$ cat config.mk
export PLATFORM = sky130hd
export DESIGN_NAME = spi_master
export DESIGN_NICKNAME = d
export VERILOG_FILES = /design/src/rtl/spi_master.sv
export SDC_FILE = /design/constraint.sdc
export NUM_CORES = 1
export LEC_CHECK = 0
export CELL_PAD_IN_SITES_DETAIL_PLACEMENT = 0
export CELL_PAD_IN_SITES_GLOBAL_PLACEMENT = 1
export CORE_ASPECT_RATIO = 1.2
export CORE_MARGIN = 10
export CORE_UTILIZATION = 30
export CTS_BUF_LIST = sky130_fd_sc_hd__clkbuf_16
export DETAILED_ROUTE_END_ITERATION = 10
export GPL_TIMING_DRIVEN = 0
export PLACE_DENSITY_LB_ADDON = 0.1
export SETUP_SLACK_MARGIN = 0.5
export SYNTH_ARGS = -nofsm -noshare
export SYNTH_HDL_FRONTEND = slang
export SYNTH_SLANG_ARGS = --single-unit
$ cat constraint.sdc
create_clock -name clk -period 4.9 [get_ports clk]
set_input_delay 0.98 -clock clk [delete_from_list [all_inputs] [get_ports clk]]
set_output_delay 0.98 -clock clk [all_outputs]
set_load 0.1 [all_outputs]
$ cat src/rtl/spi_master.sv
// Single-clock SPI initiator: serialises a 10-bit command MSB first and, on
// read-data commands, captures an 8-bit reply after a turnaround gap.
module spi_master #(
    parameter int unsigned TURNAROUND = 2,
    parameter int unsigned IDLE_GAP   = 1
) (
    input  logic       clk,
    input  logic       rst,
    input  logic       start,
    input  logic [9:0] cmd_word,
    output logic       busy,
    output logic       done,
    output logic       rd_valid,
    output logic [7:0] rd_data,
    input  logic       MISO,
    output logic       MOSI,
    output logic       SS_n
);

    typedef enum logic [2:0] {
        S_IDLE,
        S_SELECT,
        S_SHIFT_OUT,
        S_TURN,
        S_SHIFT_IN,
        S_DESELECT
    } state_t;

    localparam logic [3:0] TURN_LAST = 4'(TURNAROUND - 1);
    localparam logic [3:0] GAP_LAST  = 4'(IDLE_GAP - 1);

    state_t     state_q, state_d;
    logic [3:0] cnt_q, cnt_d;
    logic [9:0] sh_q, sh_d;
    logic       is_rd_q, is_rd_d;
    logic       ss_n_q, ss_n_d;
    logic       mosi_q, mosi_d;
    logic       busy_q, busy_d;
    logic       done_q, done_d;
    logic       rd_valid_q, rd_valid_d;
    logic [7:0] rd_data_q, rd_data_d;

    always_ff @(posedge clk) begin
        if (rst) begin
            state_q    <= S_IDLE;
            cnt_q      <= '0;
            sh_q       <= '0;
            is_rd_q    <= 1'b0;
            ss_n_q     <= 1'b1;
            mosi_q     <= 1'b0;
            busy_q     <= 1'b0;
            done_q     <= 1'b0;
            rd_valid_q <= 1'b0;
            rd_data_q  <= '0;
        end else begin
            state_q    <= state_d;
            cnt_q      <= cnt_d;
            sh_q       <= sh_d;
            is_rd_q    <= is_rd_d;
            ss_n_q     <= ss_n_d;
            mosi_q     <= mosi_d;
            busy_q     <= busy_d;
            done_q     <= done_d;
            rd_valid_q <= rd_valid_d;
            rd_data_q  <= rd_data_d;
        end
    end

    always_comb begin
        state_d = state_q;
        cnt_d   = cnt_q;
        case (state_q)
            S_IDLE: begin
                if (start) begin
                    state_d = S_SELECT;
                    cnt_d   = '0;
                end
            end
            S_SELECT: begin
                state_d = S_SHIFT_OUT;
                cnt_d   = '0;
            end
            S_SHIFT_OUT: begin
                if (cnt_q == 4'd9) begin
                    state_d = is_rd_q ? S_TURN : S_DESELECT;
                    cnt_d   = '0;
                end else begin
                    cnt_d = cnt_q + 4'd1;
                end
            end
            S_TURN: begin
                if (cnt_q == TURN_LAST) begin
                    state_d = S_SHIFT_IN;
                    cnt_d   = '0;
                end else begin
                    cnt_d = cnt_q + 4'd1;
                end
            end
            S_SHIFT_IN: begin
                if (cnt_q == 4'd7) begin
                    state_d = S_DESELECT;
                    cnt_d   = '0;
                end else begin
                    cnt_d = cnt_q + 4'd1;
                end
            end
            S_DESELECT: begin
                if (cnt_q == GAP_LAST) begin
                    state_d = S_IDLE;
                    cnt_d   = '0;
                end else begin
                    cnt_d = cnt_q + 4'd1;
                end
            end
            default: begin
                state_d = S_IDLE;
                cnt_d   = '0;
            end
        endcase
    end

    // Outputs are registered from the next state, so pins change on the same
    // edge as the state; MISO is therefore sampled on edges entering SHIFT_IN.
    always_comb begin
        sh_d    = sh_q;
        is_rd_d = is_rd_q;
        if (state_q == S_IDLE && state_d == S_SELECT) begin
            sh_d    = cmd_word;
            is_rd_d = (cmd_word[9:8] == 2'b11);
        end else if (state_q == S_SHIFT_OUT && state_d == S_SHIFT_OUT) begin
            sh_d = {sh_q[8:0], 1'b0};
        end else if (state_d == S_SHIFT_IN) begin
            sh_d = {sh_q[8:0], MISO};
        end

        ss_n_d     = (state_d == S_IDLE) || (state_d == S_DESELECT);
        mosi_d     = (state_d == S_SHIFT_OUT) ? sh_d[9] : 1'b0;
        busy_d     = (state_d != S_IDLE);
        done_d     = (state_q == S_DESELECT) && (state_d == S_IDLE);
        rd_valid_d = done_d && is_rd_q;
        rd_data_d  = rd_valid_d ? sh_q[7:0] : rd_data_q;
    end

    assign busy     = busy_q;
    assign done     = done_q;
    assign rd_valid = rd_valid_q;
    assign rd_data  = rd_data_q;
    assign MOSI     = mosi_q;
    assign SS_n     = ss_n_q;

endmodule

## After elaboration in Yosys (flattened, before gate mapping)

Cells that the tools add are included.

| storage, ports and cells | value |
|---|---|
| bits in registers | 31 |
| output and inout bits | 13 |
| word-level logic and storage cells | 54 |

| cells by class | value |
|---|---|
| add/subtract/negate cells | 1 |
| eq/ne operators | 14 |
| multiplexer cells | 16 |
| bitwise gates (word level) | 1 |
| reductions and logical operators | 11 |

Operator list:

| kind | number |
|---|---|
| $mux 10 | 3 |
| $mux 4 | 5 |
| $pmux 4 s5 | 1 |
| $mux 3 | 6 |
| $pmux 3 s6 | 1 |
| $eq 3x3->1 const B | 4 |
| $eq 3x2->1 const B | 3 |
| $eq 3x1->1 const B | 2 |
| $logic_not 3->1 | 2 |
| $reduce_bool 3->1 | 2 |
| $add 4x1->4 const B | 1 |
| $eq 4x1->1 const B | 1 |
| $eq 4x3->1 const B | 1 |
| $eq 4x4->1 const B | 1 |
| $logic_and 1x1->1 | 4 |
| $logic_not 4->1 | 1 |
| $eq 2x2->1 const B | 1 |
| $ne 2x2->1 const B | 1 |
| $reduce_or 2->1 | 1 |
| $logic_or 1x1->1 | 1 |
| $not 1->1 | 1 |

## Depth between registers and ports, before layout

Gate-level depths: netlist of run 1.

| logic depth | value |
|---|---|
| word-level depth | 7 |
| depth in mapped cells | 8 |
| depth with buffers taken out | 7 |

## Worst setup path after synthesis of run 1

No wires, ideal clock.

| timing | value |
|---|---|
| path type | in2reg |
| start point | input start |
| end point | register sh_q[0] |
| setup time | 0.103 ns |
| arrival time | 1.932 ns |
| required time | 4.797 ns |
| slack | 2.865 ns |
| stages | 4 |
| path through | nand2_1 > o311ai_1 > or3_4 > a2111oi_2 |

| on the way | value |
|---|---|
| cells in the longest elaborated chain, start to end | 6 |

RTL lines:

| element | line | RTL |
|---|---|---|
| start, declared | 9 | `input logic start,` |
| $mux 3 (*) | 74 | `if (start) begin` |
| $pmux 3 s6 (*) | 72 | `case (state_q)` |
| $eq 3x2->1 | 130 | `end else if (state_q == S_SHIFT_OUT && state_d == S_SHIFT_OUT) begin` |
| $logic_and 1x1->1 | 130 |  |
| $mux 10 | 130 |  |
| $mux 10 | 127 | `if (state_q == S_IDLE && state_d == S_SELECT) begin` |
| end signal, assigned | 47 | `sh_q <= '0;` |
| end signal, assigned | 58 | `sh_q <= sh_d;` |
| end, declared | 34 | `logic [9:0] sh_q, sh_d;` |

Every way passes the cells marked *; elsewhere a longest branch is shown, timed or not.
A chain may end at the register's enable or synchronous reset.

## Worst setup path in the final report of run 1

| timing | value |
|---|---|
| start point | register rd_data_q[3] (netlist: rd_data[3]) |
| end point | output rd_data[3] |

RTL lines:

| element | line | RTL |
|---|---|---|
| start, declared | 41 | `logic [7:0] rd_data_q, rd_data_d;` |
| start signal, assigned | 65 | `rd_data_q <= rd_data_d;` |
| end, declared | 14 | `output logic [7:0] rd_data,` |

No word-level cell between the ends.

==> results_dict.tcl, run 1 <==
set metrics [dict create \
    async_reset_ff_share_pct 0 \
    cts_buffers 5 \
    cp_top_family "buffers and inverters" \
    holdCritStartpoint "sh_q[2]" \
    path_buf_inv 1 \
    startpoint_type "register" \
    ctsLongestPathBuffers 2 \
    relSlewSlack_pct 34.5 \
    clk_latency_ps 270 \
    fmax_ghz 0.368 \
    cp_data_required_time_ps 3920 \
    hold_slack_ps 470 \
    post_cts_buffers 0 \
    syn2layout_area_growth_pct 31.8 \
    synth_compound_area_share_pct 17.4 \
    cpPeakStageDelay_ps 1130 \
    rsz0062_at_grt "false" \
    fin_skew_ps 6.87 \
    critPathSlowestCell "clkdlybuf4s50_1" \
    slew_violations 0 \
    dpl.cell_count 247 \
    syn_avg_cell_area_um2 9.00 \
    grt_pass1_vias 1321 \
    min_period_ps 2720 \
    startpoint "rd_data[3]" \
    syn-num-nets 180 \
    instances_no_fill 254 \
    die_h_um 96.6 \
    cts_tree "yes" \
    grt_usage_pct 9.78 \
    rows 27 \
    synth_top_family_by_area "simple AND/OR/NAND/NOR gates" \
    yosys_warnings 0 \
    regArea_um2 621 \
    setup-violations-final 0 \
    root_buffer "clkbuf_16" \
    ant_nets 0 \
    end_kind "output pin" \
    dr_total_vias 1267 \
    synthSimpleGateAreaFrac_pct 26.7 \
    path_class "register to output pin" \
    die_area_um2 8100 \
    routedWlPerCell_um 15.0 \
    synth_cell_types 42 \
    fin_area_um2 1930 \
    fill_cells 480 \
    outcome "finished, final reports clean" \
    antenna_found_initial 0 \
    drive_gt1_share_pct 8.67 \
    maxCapViolations 0 \
    hold_violations 0 \
    synthFlopType "dfxtp_1" \
    grt_pass1_wl_um 6530 \
    cts_resized 0 \
    start_util_pct 31.5 \
    muxShareOfSynthArea_pct 6.22 \
    clock_sinks 31 \
    ys_seq_area_share_pct 42.3 \
    grt_max_degree 11 \
    worst_slew_pin_slew_ps 980 \
    fin_crit_sh_pct 55.4 \
    ctsHoldBuffers 0 \
    p_per_area_nw_per_um2 342 \
    synth_area_um2 1470 \
    routed_wl_um 3810 \
    synth_edf_count 0 \
    path_clk_slew_ps 50 \
    final_cell_mix "dfxtp_1 (31), nor2_1 (31), clkdlybuf4s50_1 (26)" \
    diodes 0 \
    vdd_drop_max_uv 112 \
    p_leak_nw 0.812 \
    placedInstanceArea_um2 1800 \
    reg2reg_to "MOSI" \
    finalNetCount 213 \
    drc_errors 0 \
    arrival_ps 1740 \
    first_pass_iters 4 \
    synth_xor_area_share_pct 0.597 \
    core_um2 4660 \
    place_congestion 0.727 \
    p_total_mw 0.661 \
    hold_path_depth 2 \
    r2r_start "cnt_q[1]" \
    grt-ovfl-total 0 \
    htreeDepth 2 \
    crit_chain "clkdlybuf4s50_1" \
    cp_max_fo 2 \
    hpwl_um 2810 \
    syn_inst 163 \
    drtIter0Drc 43 \
    ff2ff_path_depth 8 \
    whs_endpoint "sh_q[2]" \
    viasPerCell 4.99 \
    r2r_setup_slack_ps 2680 \
    die-width_um 83.9 \
    hold_path.class "register to register" \
    portBuffers 26 \
    multi_input_area_um2 785 \
    ys_seq_elements 31 \
    tns_ps 0 \
    io_pins 27 \
    synthAdderAreaFrac_pct 2.56 \
]
logic make-up after synthesis:
group / Yosys count
AND/OR/NAND/NOR: 70
AO/OA/AOI/OAI: 33
flip-flops: 31
buffers and inverters: 16
multiplexers: 9
adder cells (fa/ha/maj): 3
XOR/XNOR: 1
routing by layer:
layer	wire, um	vias up	part of all wire, %	global-route usage (%)
li1	-	646	-	-
met1	1620	597	42	10.0
met2	2000	17	52	17.9
met3	140	7	3.7	3.02
met4	57	0	1.5	3.85
met5	0	-	0	0
registers in the layout (all words and copies together) (netlist names):
name,flops
sh_q,10
rd_data,8
cnt_q,4
state_q,3
MOSI,1
SS_n,1
busy,1
done,1
is_rd_q,1
rd_valid,1
synthesized netlist by cell type, drive strengths merged, types with 2 or more instances:
cell type | count | share of area (%)
and4b | 2 | 1.4
mux2i | 8 | 5.5
nand3 | 4 | 1.4
dfxtp | 31 | 42
or3 | 3 | 1.6
clkbuf | 4 | 1.0
o21ai | 4 | 1.4
inv | 10 | 2.6
nand2 | 5 | 1.3
and3 | 2 | 0.85
nand2b | 6 | 2.6
ha | 3 | 2.6
a31oi | 3 | 1.3
nor4 | 2 | 0.85
nand3b | 3 | 1.5
a2111oi | 8 | 5.8
nor2 | 32 | 9.3
and2 | 3 | 1.3
o21bai | 2 | 1.0
buf | 2 | 0.68
a21oi | 8 | 2.7
area by class of cell:
| cell class | count | share of cell area, % |
|---|---|---|
| timing repair buffer | 26 | 13.5 |
| clock inverter | 2 | 0.453 |
| clock buffer | 5 | 6.47 |
| sequential | 31 | 32.1 |
| buffer | 6 | 1.29 |
| multi-input combinational | 116 | 40.6 |
| tap | 58 | 3.75 |
| inverter | 10 | 1.94 |
through the flow:
| stage | setup WS, ps | utilization [%] |
|---|---|---|
| finish | 2180 | 41.5 |
| global route | 2120 | 41.5 |
| CTS | 2170 | 41.5 |
| detailed placement | 2130 | 38.6 |
| global placement | 2160 | 38.6 |
| floorplan | 2860 | - |
worst max-delay path by stage:
| stage | cells past startpoint | slack [ps] | to |
|---|---|---|---|
| 5_1_grt | 1 | 2120 | rd_data[3] |
| 4_1_cts | 1 | 2170 | rd_data[3] |
| 2_1_floorplan | 4 | 2860 | sh_q[0] |
| 6_report | 1 | 2180 | rd_data[3] |
| 3_5_place_dp | 5 | 2130 | rd_data[2] |
| 3_3_place_gp | 5 | 2160 | rd_data[7] |
where the power goes:
| part | leakage [nW] | switching [mW] | internal, mW |
|---|---|---|---|
| Clock | 0.0671 | 0.102 | 0.182 |
| Combinational | 0.492 | 0.0605 | 0.0371 |
| Sequential | 0.253 | 0.0113 | 0.268 |
| Total | 0.812 | 0.174 | 0.487 |
Power figures use the tool's default switching activity.
==> inputs of run 2 (changes only) <==
==> constraint.sdc (replaced) <==
create_clock -name clk -period 2.4 [get_ports clk]
set_input_delay 0.48 -clock clk [delete_from_list [all_inputs] [get_ports clk]]
set_output_delay 0.48 -clock clk [all_outputs]
set_load 0.1 [all_outputs]
==> results_dict.tcl, run 2 (synthesis results as in run 1) <==
set metrics [dict create \
    outcome "finished, final reports clean" \
    grt_max_degree 11 \
    root_buffer "clkbuf_16" \
    largest_reg_flops 10 \
    worst_slack_ps 533 \
    regMostFlops "sh_q" \
    multi_input_area_um2 931 \
    final_cell_mix "nor2_1 (30), dfxtp_1 (25), clkdlybuf4s50_1 (13)" \
    worst_slew_pin_slew_ps 953 \
    dpl_worst_slack_ps 132 \
    viasPerCell 5.00 \
    relSlewSlack_pct 36.7 \
    arrival_ps 1390 \
    finalNetCount 221 \
    hpwl_um 2870 \
    start_util_pct 31.5 \
    end_kind "output pin" \
    drc_errors 0 \
    fill_cells 447 \
    grt_pass1_vias 1296 \
    ctsLongestPathBuffers 2 \
    setup-violations-final 0 \
    cts_tree "yes" \
    path_class "register to output pin" \
    fin_crit_sh_pct 77.8 \
    die_h_um 96.6 \
    routedWlPerCell_um 15.8 \
    startpoint_type "register" \
    dr_total_vias 1316 \
    grt-ovfl-total 0 \
    cpPeakStageDelay_ps 810 \
    io_pins 27 \
    first_pass_iters 4 \
    ctsHoldBuffers 0 \
    fin_util_pct 47.0 \
    routed_wl_um 4160 \
    p_per_area_nw_per_um2 693 \
    hold_path.class "register to register" \
    cts_buffers 5 \
    drive_gt1_share_pct 32.2 \
    fmax_ghz 0.536 \
    grt_pass1_wl_um 6630 \
    placedInstanceArea_um2 1810 \
    die_area_um2 8100 \
    min_period_ps 1870 \
    rows 27 \
    syn2layout_area_growth_pct 49.4 \
    critPathSlowestCell "clkdlybuf4s15_1" \
    crit_chain "clkdlybuf4s15_1" \
    slew_violations 0 \
    clk_latency_ps 270 \
    p_total_mw 1.52 \
    path_buf_inv 1 \
    clock_sinks 31 \
    portBuffers 26 \
    fin_skew_ps 5.69 \
    htreeDepth 2 \
    die-width_um 83.9 \
    tns_ps 0 \
    cp_data_required_time_ps 1920 \
    maxCapViolations 0 \
    ant_nets 0 \
    diodes 0 \
    core_um2 4660 \
    antenna_found_initial 0 \
    rsz0062_at_grt "true" \
    place_congestion 0.750 \
    p_leak_nw 0.898 \
    drtIter0Drc 36 \
    layout_commonest_cell "nor2_1" \
    grt_usage_pct 10.0 \
    cp_top_family "buffers and inverters" \
    path_clk_slew_ps 50 \
    regArea_um2 633 \
    cp_max_fo 1 \
    hold_violations 0 \
    fin_area_um2 2190 \
    vdd_drop_max_uv 326 \
]
run 2: repair_timing:
item	4_1_cts	5_1_grt
pin swaps	1	3
hold endpoints to repair	0	0
gates resized for setup	46	36
setup buffers	6	2
endpoints found under the setup margin	36	23
run 2: worst register-to-register path: cells and delay by family, from the launching register on:
family	cells	cell delay [ps]
adders and majority gates	1	150
DFF	1	360
buffers and inverters	1	100
and+or+nand+nor	2	470
AOI/OAI and AO/OA	3	690
run 2: metal layers:
metal  routed length (um)  GRT usage, %  part of all wire, %
met2                 2170          17.2                   52
met1                 1780          11.3                   43
met4                   51          3.47                  1.2
met3                  166          3.27                  4.0
met5                    0             0                    0
run 2: path summary, 6_finish.rpt:
kind	startpoint	to	slack, ps	cells past startpoint
hold / removal	is_rd_q	is_rd_q	480	2
setup reg to reg	cnt_q[1]	sh_q[0]	540	7
hold reg to reg	is_rd_q	is_rd_q	480	2
setup / recovery	busy	busy	530	1
run 2: stage by stage:
step                      hold slack (ps)  instances
final                                 482        263
after global routing                  504        263
after CTS                             473        261
after detailed placement              466        247
after global placement                463        247
after floorplan                       436        163
run 2: cell type report:
type                    count  area share [%]
clock inverters             3            1.77
clock buffers               5            5.71
multi-input cells         116            42.5
well taps                  58            3.31
plain buffers               6            1.71
repair buffers             34            14.4
flip-flops and latches     31            28.9
inverters                  10            1.71
run 2: power breakdown:
| part | internal [mW] | leakage [nW] | switching [mW] |
|---|---|---|---|
| Clock | 0.483 | 0.0812 | 0.216 |
| Sequential | 0.546 | 0.256 | 0.0266 |
| Combinational | 0.103 | 0.560 | 0.145 |
==> inputs of run 3 (changes only) <==
==> constraint.sdc (replaced) <==
create_clock -name clk -period 1.66 [get_ports clk]
set_input_delay 0.332 -clock clk [delete_from_list [all_inputs] [get_ports clk]]
set_output_delay 0.332 -clock clk [all_outputs]
set_load 0.1 [all_outputs]
==> results_dict.tcl, run 3 (synthesis results as in run 1) <==
set metrics [dict create \
    intPower_mw 1.58 \
    critPathSlowestCell "dfxtp_4" \
    drc_errors 0 \
    syn2layout_area_growth_pct 89.2 \
    reg2reg_to "MOSI" \
    fin_crit_sh_pct 111 \
    grt-ovfl-total 0 \
    worst_slew_pin_slew_ps 596 \
    die_area_um2 8100 \
    hold_path_depth 2 \
    arrival_ps 2010 \
    vdd_drop_max_uv 399 \
    cp_max_fo 4 \
    relSlewSlack_pct 59.9 \
    ant_nets 0 \
    rows 27 \
    dr_total_vias 1401 \
    fmax_ghz 0.541 \
    p_comb_share_pct 24.2 \
    crit_chain "inv_4 > ha_4 > and3b_2 > a21oi_4 > a31oi_4 > buf_6 > mux2_4 > o211a_1" \
    cts_buffers 5 \
    maxCapViolations 0 \
    die_h_um 96.6 \
    r2r_start "cnt_q[1]" \
    grt_pass1_wl_um 7100 \
    final_cell_mix "nor2_1 (20), buf_6 (17), dfxtp_1 (13)" \
    setup-violations-final 23 \
    hold_path.class "register to register" \
    end_kind "register" \
    place_congestion 0.722 \
    outcome "complete, but fails checks" \
    path_buf_inv 2 \
    viasPerCell 5.02 \
    path_clk_slew_ps 50 \
    ctsLongestPathBuffers 2 \
    diodes 0 \
    clk_latency_ps 270 \
    clock_sinks 31 \
    whs_endpoint "is_rd_q" \
    largest_reg_flops 10 \
    cts_tree "yes" \
    htreeDepth 2 \
    regMostFlops "sh_q" \
    ctsHoldBuffers 0 \
    worst_slack_ps -188 \
    p_leak_nw 1.13 \
    path_class "register to register" \
    cp_top_family "compound AO/OA/AOI/OAI gates" \
    holdCritStartpoint "is_rd_q" \
    slew_violations 0 \
    portBuffers 26 \
    cp_data_required_time_ps 1820 \
    antenna_found_initial 0 \
    tns_ps -1570 \
    routedWlPerCell_um 16.9 \
    p_per_area_nw_per_um2 801 \
    dpl_worst_slack_ps -481 \
    ff2ff_path_depth 8 \
    grt_usage_pct 10.5 \
    failed_checks "setup timing" \
    fill_cells 379 \
    p_seq_share_pct 37.6 \
    worst-path-stages 8 \
    start_util_pct 31.5 \
    cpPeakStageDelay_ps 370 \
    grt_pass1_vias 1425 \
    r2r_setup_slack_ps -190 \
    min_period_ps 1850 \
    finalNetCount 237 \
    clock_power_share_pct 38.2 \
    drtIter0Drc 49 \
    net-switching-power_mw 0.643 \
    grt_max_degree 11 \
    rsz0062_at_grt "true" \
    startpoint_type "register" \
    hold_slack_ps 490 \
    hold_violations 0 \
    fin_skew_ps 4.51 \
    core_um2 4660 \
    root_buffer "clkbuf_16" \
    routed_wl_um 4720 \
    die-width_um 83.9 \
    layout_commonest_cell "nor2_1" \
    hpwl_um 2820 \
    drive_gt1_share_pct 54.8 \
    swShare_pct 28.9 \
    first_pass_iters 4 \
    io_pins 27 \
]
## run 3: changes by cell type in the layout (fill, tap and decap cells not counted), moves of 3 or more
cell and delta:
a2111oi_2 -6, a2111oi_4 +8, buf_12 +8, buf_4 +3, buf_6 +16, buf_8 +4, clkbuf_2 -5, clkdlybuf4s15_2 -9
dfxtp_1 -12, dfxtp_2 +8, dfxtp_4 +4, nor2_1 -10, nor2_2 +5, nor2_4 +5
## run 3: layer usage
metal	share of wire, %	GRT usage [%]	up-vias
li1	-	-	692
met2	55	18.6	19
met3	3.1	3.35	6
met5	0	0	-
met1	41	11.3	684
met4	1.1	3.47	0
## run 3: layout make-up
class	instances	area (um2)	area share (%)
Timing Repair Buffer	50	593	21.4
Inverter	10	42.5	1.53
Buffer	6	60.1	2.16
Clock inverter	3	11.3	0.406
Multi-Input combinational cell	116	1210	43.7
Clock buffer	5	125	4.51
Sequential cell	31	658	23.7
Tap cell	58	72.6	2.61
## run 3: worst min-delay path: cells and delay by family (launching register included)
kind | cells | cell delay (ps)
and+or+nand+nor | 1 | 60
AOI/OAI and AO/OA | 1 | 50
DFF | 1 | 330
## run 3: power by group through the flow
stage | Clock (mW) | Sequential (mW) | Combinational, mW
6_report | 0.851 | 0.837 | 0.537
5_1_grt | 0.896 | 0.841 | 0.571
4_1_cts | 0.866 | 0.829 | 0.405
3_5_place_dp | 0 | 0.841 | 0.307
3_3_place_gp | 0 | 0.840 | 0.307
2_1_floorplan | 0 | 0.881 | 0.169
## run 3: worst max path at each step
stage / startpoint / to / slack, ps
global placement: start / rd_data[7] / -450
CTS: cnt_q[1] / MOSI / -190
floorplan: cnt_q[0] / sh_q[0] / -80
finish: cnt_q[1] / MOSI / -190
detailed placement: start / rd_data[7] / -480
global route: cnt_q[1] / sh_q[0] / -250
## run 3: through the flow
step / utilization (%) / total power, mW / area [um2] / instances
2_1_floorplan: - / 1.05 / 1540 / 163
3_3_place_gp: 40.3 / 1.15 / 1880 / 247
3_5_place_dp: 40.3 / 1.15 / 1880 / 247
4_1_cts: 50.9 / 2.10 / 2370 / 271
5_1_grt: 59.6 / 2.31 / 2780 / 279
6_report: 59.6 / 2.22 / 2780 / 279
## run 3: what timing repair did
item                       in CTS  in global routing
setup endpoints to repair      44                 38
pin swaps                      16                 23
resized for setup             139                 69
buffers inserted               16                  8
hold endpoints to repair        0                  0
